--- src/rtl/arc4_pkg.sv ---
// Shared types and constants for the ARC4 pass sequencer and its S-memory port mux.
package arc4_pkg;

    localparam int S_AW   = 8;
    localparam int S_DW   = 8;
    // One engine's S-port bundle: {wren, addr, wrdata}
    localparam int PORT_W = 1 + S_AW + S_DW;

    typedef enum logic [2:0] {
        ST_IDLE,
        ST_INIT_REQ,
        ST_INIT_RUN,
        ST_KSA_REQ,
        ST_KSA_RUN,
        ST_PRGA_REQ,
        ST_PRGA_RUN
    } seq_state_e;

    typedef enum logic [1:0] {
        OWN_NONE,
        OWN_INIT,
        OWN_KSA,
        OWN_PRGA
    } owner_e;

    // Packs one engine's S-port signals into the bundle layout used by the mux.
    function automatic logic [PORT_W-1:0] pack_port(input logic            wren,
                                                    input logic [S_AW-1:0] addr,
                                                    input logic [S_DW-1:0] wrdata);
        return {wren, addr, wrdata};
    endfunction

endpackage

--- src/rtl/s_port_mux.sv ---
// Routes exactly one engine's S-port bundle to the shared single-port S memory.
// No owner means an all-zero port, so no stray write can ever reach S.
module s_port_mux
    import arc4_pkg::*;
(
    input  owner_e            owner,
    input  logic [PORT_W-1:0] init_port,
    input  logic [PORT_W-1:0] ksa_port,
    input  logic [PORT_W-1:0] prga_port,
    output logic [S_AW-1:0]   s_addr,
    output logic [S_DW-1:0]   s_wrdata,
    output logic              s_wren
);

    logic [PORT_W-1:0] sel;

    // Pick the owner's bundle; write enables are selected, never ORed.
    always_comb begin
        sel = '0;
        case (owner)
            OWN_INIT: sel = init_port;
            OWN_KSA:  sel = ksa_port;
            OWN_PRGA: sel = prga_port;
            default:  sel = '0;
        endcase
    end

    assign s_wren   = sel[PORT_W-1];
    assign s_addr   = sel[S_AW+S_DW-1:S_DW];
    assign s_wrdata = sel[S_DW-1:0];

endmodule

--- src/rtl/arc4_seq.sv ---
// Sequencer for one ARC4 decrypt pass: runs init -> ksa -> prga through their
// en/rdy handshakes, owns the S-memory arbitration and holds the pass key.
//
// Handshake: an engine with rdy=1 is idle; a one-cycle en while rdy=1 starts
// it; the engine drops rdy after the start and raises it again when finished.
// A phase completes only after rdy has been seen low (armed) and then high.
module arc4_seq
    import arc4_pkg::*;
#(
    parameter int KEY_W   = 24,
    parameter int TIMEOUT = 65535
) (
    input  logic             clk,
    input  logic             rst_n,
    input  logic             en,
    output logic             rdy,
    input  logic [KEY_W-1:0] key,
    output logic             err,
    output logic             init_en,
    output logic             ksa_en,
    output logic             prga_en,
    input  logic             init_rdy,
    input  logic             ksa_rdy,
    input  logic             prga_rdy,
    output logic [KEY_W-1:0] ksa_key,
    input  logic [7:0]       init_addr,
    input  logic [7:0]       ksa_addr,
    input  logic [7:0]       prga_addr,
    input  logic [7:0]       init_wrdata,
    input  logic [7:0]       ksa_wrdata,
    input  logic [7:0]       prga_wrdata,
    input  logic             init_wren,
    input  logic             ksa_wren,
    input  logic             prga_wren,
    output logic [7:0]       s_addr,
    output logic [7:0]       s_wrdata,
    output logic             s_wren,
    output logic [2:0]       state_dbg
);

    localparam logic [15:0] TIMEOUT_C = 16'(TIMEOUT);

    seq_state_e  state;
    owner_e      owner;
    logic [15:0] cnt;
    logic        armed;
    logic        run_rdy;
    logic        run_done;
    logic        run_expire;

    // Ready flag of the engine whose RUN phase is active.
    always_comb begin
        run_rdy = 1'b0;
        case (state)
            ST_INIT_RUN: run_rdy = init_rdy;
            ST_KSA_RUN:  run_rdy = ksa_rdy;
            ST_PRGA_RUN: run_rdy = prga_rdy;
            default:     run_rdy = 1'b0;
        endcase
    end

    assign run_done   = armed && run_rdy;
    assign run_expire = (cnt + 16'd1) == TIMEOUT_C;

    // Start pulses are combinational so each lasts exactly the one REQ cycle
    // in which the engine reports ready.
    assign init_en   = (state == ST_INIT_REQ) && init_rdy;
    assign ksa_en    = (state == ST_KSA_REQ)  && ksa_rdy;
    assign prga_en   = (state == ST_PRGA_REQ) && prga_rdy;
    assign state_dbg = state;

    // Pass FSM: phase ordering, ownership hand-over, timeout abort and key latch.
    always_ff @(posedge clk or negedge rst_n) begin
        if (!rst_n) begin
            state   <= ST_IDLE;
            owner   <= OWN_NONE;
            rdy     <= 1'b1;
            err     <= 1'b0;
            ksa_key <= '0;
            cnt     <= '0;
            armed   <= 1'b0;
        end else begin
            case (state)
                ST_IDLE: begin
                    if (en) begin
                        state   <= ST_INIT_REQ;
                        owner   <= OWN_INIT;
                        ksa_key <= key;
                        err     <= 1'b0;
                        rdy     <= 1'b0;
                    end
                end
                ST_INIT_REQ: begin
                    if (init_rdy) begin
                        state <= ST_INIT_RUN;
                        cnt   <= '0;
                        armed <= 1'b0;
                    end
                end
                ST_KSA_REQ: begin
                    if (ksa_rdy) begin
                        state <= ST_KSA_RUN;
                        cnt   <= '0;
                        armed <= 1'b0;
                    end
                end
                ST_PRGA_REQ: begin
                    if (prga_rdy) begin
                        state <= ST_PRGA_RUN;
                        cnt   <= '0;
                        armed <= 1'b0;
                    end
                end
                ST_INIT_RUN, ST_KSA_RUN, ST_PRGA_RUN: begin
                    cnt <= cnt + 16'd1;
                    if (!run_rdy) begin
                        armed <= 1'b1;
                    end
                    if (run_done) begin
                        case (state)
                            ST_INIT_RUN: begin
                                state <= ST_KSA_REQ;
                                owner <= OWN_KSA;
                            end
                            ST_KSA_RUN: begin
                                state <= ST_PRGA_REQ;
                                owner <= OWN_PRGA;
                            end
                            default: begin
                                state <= ST_IDLE;
                                owner <= OWN_NONE;
                                rdy   <= 1'b1;
                            end
                        endcase
                    end else if (run_expire) begin
                        // Abort the pass; the stuck engine is left as it is.
                        state <= ST_IDLE;
                        owner <= OWN_NONE;
                        err   <= 1'b1;
                        rdy   <= 1'b1;
                    end
                end
                default: begin
                    state <= ST_IDLE;
                    owner <= OWN_NONE;
                    rdy   <= 1'b1;
                end
            endcase
        end
    end

    s_port_mux u_mux (
        .owner     (owner),
        .init_port (pack_port(init_wren, init_addr, init_wrdata)),
        .ksa_port  (pack_port(ksa_wren, ksa_addr, ksa_wrdata)),
        .prga_port (pack_port(prga_wren, prga_addr, prga_wrdata)),
        .s_addr    (s_addr),
        .s_wrdata  (s_wrdata),
        .s_wren    (s_wren)
    );

endmodule

--- config.mk ---
export PLATFORM = sky130hd
export DESIGN_NAME = arc4_seq
export DESIGN_NICKNAME = d
export VERILOG_FILES = /design/src/rtl/arc4_pkg.sv /design/src/rtl/s_port_mux.sv /design/src/rtl/arc4_seq.sv
export SDC_FILE = /design/constraint.sdc
export NUM_CORES = 1
export LEC_CHECK = 0
export CELL_PAD_IN_SITES_DETAIL_PLACEMENT = 1
export CELL_PAD_IN_SITES_GLOBAL_PLACEMENT = 2
export CORE_MARGIN = 2
export CORE_UTILIZATION = 24
export CTS_CLUSTER_DIAMETER = 50
export DETAILED_ROUTE_END_ITERATION = 10
export PLACE_DENSITY = 0.83
export SYNTH_ARGS = -nofsm -noshare
export SYNTH_HDL_FRONTEND = slang
export SYNTH_SLANG_ARGS = --single-unit
--- constraint.sdc ---
create_clock -name clk -period 3.2 [get_ports clk]
set_clock_uncertainty 0.2 [all_clocks]
set_input_delay 0.64 -clock clk [delete_from_list [all_inputs] [get_ports clk]]
set_output_delay 0.64 -clock clk [all_outputs]
set_load 0.005 [all_outputs]
== Yosys cells after proc, flatten, opt, wreduce, memory -nomap -nowiden ==
Cells that the tools add are included.
Operators by class
  add/sub/neg operators: 1
  eq/ne operators: 19
  muxes and demuxes: 31
  bitwise gates (word level): 1
  reductions and logical operators: 17
Operators by type and width (count)
  $pmux W16 S4: 1
  $pmux W17 S3: 1
  $mux W16: 3
  $mux W3: 6
  $add A16 B1 Y16 const B: 1
  $eq A16 B16 Y1 const B: 1
  $pmux W3 S5: 1
  $ne A2 B2 Y1 const B: 7
  $reduce_and A4 Y1: 3
  $reduce_and A5 Y1: 2
  $eq A3 B3 Y1 const B: 3
  $mux W1: 9
  $eq A3 B2 Y1 const B: 2
  $mux W2: 3
  $ne A3 B3 Y1 const B: 2
  $pmux W1 S3: 2
  $pmux W2 S3: 1
  $pmux W3 S2: 1
  $reduce_or A3 Y1: 2
  $eq A2 B2 Y1 const B: 2
  $logic_and A1 B1 Y1: 4
  $pmux W1 S4: 1
  $pmux W2 S2: 1
  $reduce_bool A4 Y1: 1
  other kinds (9): 9
Word-level totals
  register bits: 48
  input bits: 81
  output and inout bits: 49
  logic and storage cells: 76

== Depth between registers and ports, before layout ==
  depth in word-level cells: 5
  gate-level depth with buffers: 10
  mapped depth without buffers: 8

== Hierarchy ==
A second synthesis with hierarchy kept.
Second synthesis, totals
  cells, all modules: 299
  area total of the unflattened synthesis: 2987.9 um2
Modules (own cells, without submodules)
  arc4_seq: times used 1, cells an instance 258, area an instance 2533.7 um2, sequential area each 1202.4 um2
  s_port_mux: times used 1, cells an instance 41, area an instance 454.2 um2, sequential area each 0.0 um2

== Worst setup path after synthesis ==
OpenSTA, ideal clock, no wires.
  kind: reg2reg
  start point: reg cnt[0]
  end point: reg state[2] (netlist: state_dbg[2])
  library setup time: 0.120 ns
  arrival time: 2.335 ns
  data required time: 2.880 ns
  path slack: 0.545 ns
  cell stages (with the launch flop): 10
  path buffers: 1
  clock period less this slack: 2.655 ns
  cell sequence: dfrtp_1 > ha_1 > buf_4 > nand4_1 > nor3_1 > xnor2_1 > or4_1 > a211o_1 > nand2b_1 > a31o_1
Between the ends
  longest elaborated chain between the ends: 4
RTL lines
  from (decl): line arc4_seq.sv:45  | logic [15:0] cnt;
  from (signal assigned): line arc4_seq.sv:115  | cnt <= cnt + 16'd1;
  $add A16 B1 Y16: line arc4_seq.sv:63  | assign run_expire = (cnt + 16'd1) == TIMEOUT_C;
  $eq A16 B16 Y1: line arc4_seq.sv:63
  $ne A3 B3 Y1 (no source line)
  $reduce_and A5 Y1 (no source line)
  to (signal assigned): line arc4_seq.sv:75  | state <= ST_IDLE;
  to (signal assigned): line arc4_seq.sv:86  | state <= ST_INIT_REQ;
  to (signal assigned): line arc4_seq.sv:95  | state <= ST_INIT_RUN;
  to (decl): line arc4_seq.sv:43  | seq_state_e state;
No other way between the ends.
A chain may end at the register's enable or synchronous reset.

== Worst setup path in the final report ==
  start point: in ksa_rdy
  end point: out ksa_en
Between the ends
  longest elaborated chain between the ends: 1
RTL lines
  from (decl): line arc4_seq.sv:23  | input logic ksa_rdy,
  $logic_and A1 B1 Y1: line arc4_seq.sv:68  | assign ksa_en = (state == ST_KSA_REQ) && ksa_rdy;
  to (decl): line arc4_seq.sv:20  | output logic ksa_en,
No other way between the ends.

==> results.ini <==
[status]
status = completed

[clocking]
cts_made_buffers = 5
postCtsResizedCells = 0
ctsRootBufferMaster = clkbuf_16
cts_sinks = 48
post_cts_buffers = 0
clk_pin_slew_ns = 0.07
h-tree-depth = 2
clk_latency_ns = 0.29
cts_hold_buffers = 0
cts_tree = built
cts_buffer_depth = 2

[sta]
slew_headroom = 0.578
fin_tns_setup_ns = 0
tightestPinTransition_ns = 0.632
setup_viol_count_final = 0
drv_slew = 0
fmax_mhz = 334
finalCriticalPeriod_ns = 3.00
rsz0062_at_grt = no
finalHoldViolations = 0
min_period_over_period = 0.936

[route]
drtIter0Drc = 98
vias_per_cell = 4.97
dr.pass1.iters = 4
route.detailed.drc = 0
wirelength_um = 9300
ant_nets = 0
vias = 2835
wl_per_cell_um = 16.3

[placement]
port_buffers = 129
routabilityCongestion = 0.752
dpl-instance-area_mm2 = 0.00435
dpl.hpwl_um = 7050

[synth]
synth_seq_cells = 48
yosysSeqAreaShare = 0.416
syn_inst = 297
ys_warn_count = 0
syn_nets = 380
netlist_area_mm2 = 0.00289
syn_area_per_cell_um2 = 9.73
synth.distinct_cells = 49
synth-edff-count = 0
async_flop_share = 1.00
synth_flop_cell = dfrtp_1

[worst_setup_path]
r2r_end = state_dbg[2]
ff2ff_path_depth = 8
cp-end-kind = output port
required_ns = 2.36
worst-path-max-fanout = 6
cp-start-kind = input port
r2r_setup_slack_ns = 0.27
cp_data_arrival_time_ns = 2.16
r2r-start = cnt[0]
path_class = in2out

[power]
p_leak_uw = 0.00175
power_uw = 3580
vdd_drop_max_uv = 248
internal_power_uw = 2310
power.density_mw_per_mm2 = 795
pwr-share-clk = 0.152
p_comb_frac = 0.551
seqPwrFrac = 0.297
switchingPower_uw = 1270
switching_share = 0.355

[global_routing]
grt_use_total = 0.141
grt-ovfl-total = 0
first_global_vias = 2898
antenna_found_initial = 0
grt_pass1_wl_um = 14800
grt_max_degree = 28

[floorplan]
fp-row-count = 40
initial_core_util = 0.244
die_w_um = 114
core-area_mm2 = 0.0119
fp.dieH_um = 114
dieArea_mm2 = 0.0129
io_pins = 130

[final_layout]
finalNetCount = 505
drive_gt1_frac = 0.173
num-fill-cells = 1380
final_area_mm2 = 0.00451
n_antenna_cell = 0
utilization = 0.380
area_growth_pct = 55.9

[flow_run]
maxCapViolCount = 0

[worst_hold_path]
hold_path.class = in2async

-- power groups by stage --
stage	Combinational [uW]	Clock, uW	Sequential [uW]
after CTS	2000	563	1060
final	1970	546	1060
after global routing	2140	584	1100
after global placement	1950	0	1060
after floorplan	1030	0	1010
after detailed placement	1990	0	1070
-- stage by stage --
stage               setup slack, ns  cells  hold WS [ns]
global route                 0.0744    570         0.208
global placement              0.301    562         0.276
detailed placement            0.227    562         0.296
floorplan                     0.545    297         0.144
finish                        0.204    570         0.166
CTS                           0.214    570         0.190
-- cell usage in the layout (no fill, tap or decap), drive strengths merged, types with 2 or more instances in the layout --
| cell | count |
|---|---|
| and3 | 3 |
| o21ai | 29 |
| a21oi | 16 |
| nor2 | 25 |
| o41ai | 2 |
| ha | 2 |
| xnor2 | 2 |
| a31oi | 8 |
| inv | 4 |
| clkinvlp | 2 |
| nand2 | 17 |
| nand3b | 2 |
| dfrtp | 47 |
| a221oi | 2 |
| and2 | 2 |
| nor4 | 2 |
| or2 | 4 |
| mux2 | 42 |
| nor3 | 6 |
| a22o | 17 |
| nor2b | 3 |
| a32o | 2 |
| nand4 | 5 |
| o22a | 2 |
| nor3b | 2 |
| nand2b | 5 |
| o22ai | 3 |
| nand3 | 4 |
| buf | 13 |
| clkdlybuf4s50 | 128 |
| clkbuf | 6 |
-- final cells by class --
class                           count  area (um^2)  area share
Clock buffer                        6          139      0.0308
Clock inverter                      2         15.0     0.00333
Inverter                            4         15.0     0.00333
Multi-Input combinational cell    222         1570       0.349
Sequential cell                    48         1200       0.267
Tap cell                          147          184      0.0408
Timing Repair Buffer              141         1380       0.305
-- state kept, by name (all words and copies together), names as in the netlist --
register   flops
err            1
rdy            1
owner          2
ksa_key       24
state_dbg      3
cnt           16
armed          1
-- layer usage --
layer | up-vias | GRT usage | part of all wire | routed length [um]
li1 | 1346 | - | - | -
met1 | 1403 | 0.170 | 0.44 | 4060
met2 | 77 | 0.258 | 0.50 | 4670
met3 | 9 | 0.0287 | 0.050 | 466
met4 | 0 | 0.0325 | 0.011 | 104
met5 | - | 0 | 0 | 0
-- synth_stat cells, types with 3 or more instances --
library cell | count | area, um^2
buf_1 | 4 | 15.0
o21ai_0 | 29 | 145
nand4_1 | 5 | 31.3
nor2b_1 | 3 | 18.8
inv_1 | 4 | 15.0
mux2_2 | 42 | 473
o22ai_1 | 3 | 18.8
a31oi_1 | 8 | 50.1
buf_4 | 4 | 30.0
a22o_1 | 17 | 149
nor2_1 | 25 | 93.8
nand2_1 | 16 | 60.1
dfrtp_1 | 47 | 1180
or2_2 | 4 | 25.0
clkbuf_1 | 15 | 56.3
nor3_1 | 6 | 30.0
nand2b_1 | 5 | 31.3
a21oi_1 | 16 | 80.1
and3_1 | 3 | 18.8
-- how the worst max path moves through the flow --
stage	startpoint	slack [ns]	end	cells past startpoint
floorplan	cnt[0]	0.55	state_dbg[2]	9
global placement	ksa_rdy	0.30	ksa_en	4
detailed placement	ksa_rdy	0.23	ksa_en	4
CTS	ksa_rdy	0.21	ksa_en	4
global route	cnt[0]	0.07	state_dbg[2]	8
finish	ksa_rdy	0.20	ksa_en	4
-- worst max-delay path: stages --
cell	delay, ns
clkdlybuf4s50_1	0.57
nor2b_1	0.19
and3_1	0.23
clkdlybuf4s50_1	0.52
-- kinds of logic after synthesis --
| family | after synthesis | share of synthesized area |
|---|---|---|
| compound gates | 91 | 0.207 |
| simple gates | 84 | 0.155 |
| flops | 48 | 0.416 |
| mux | 42 | 0.164 |
| buf+inv | 27 | 0.0403 |
| xor+xnor | 3 | 0.00909 |
| fa+ha+maj | 2 | 0.00866 |
No activity file was read; power rests on OpenSTA's default activity.
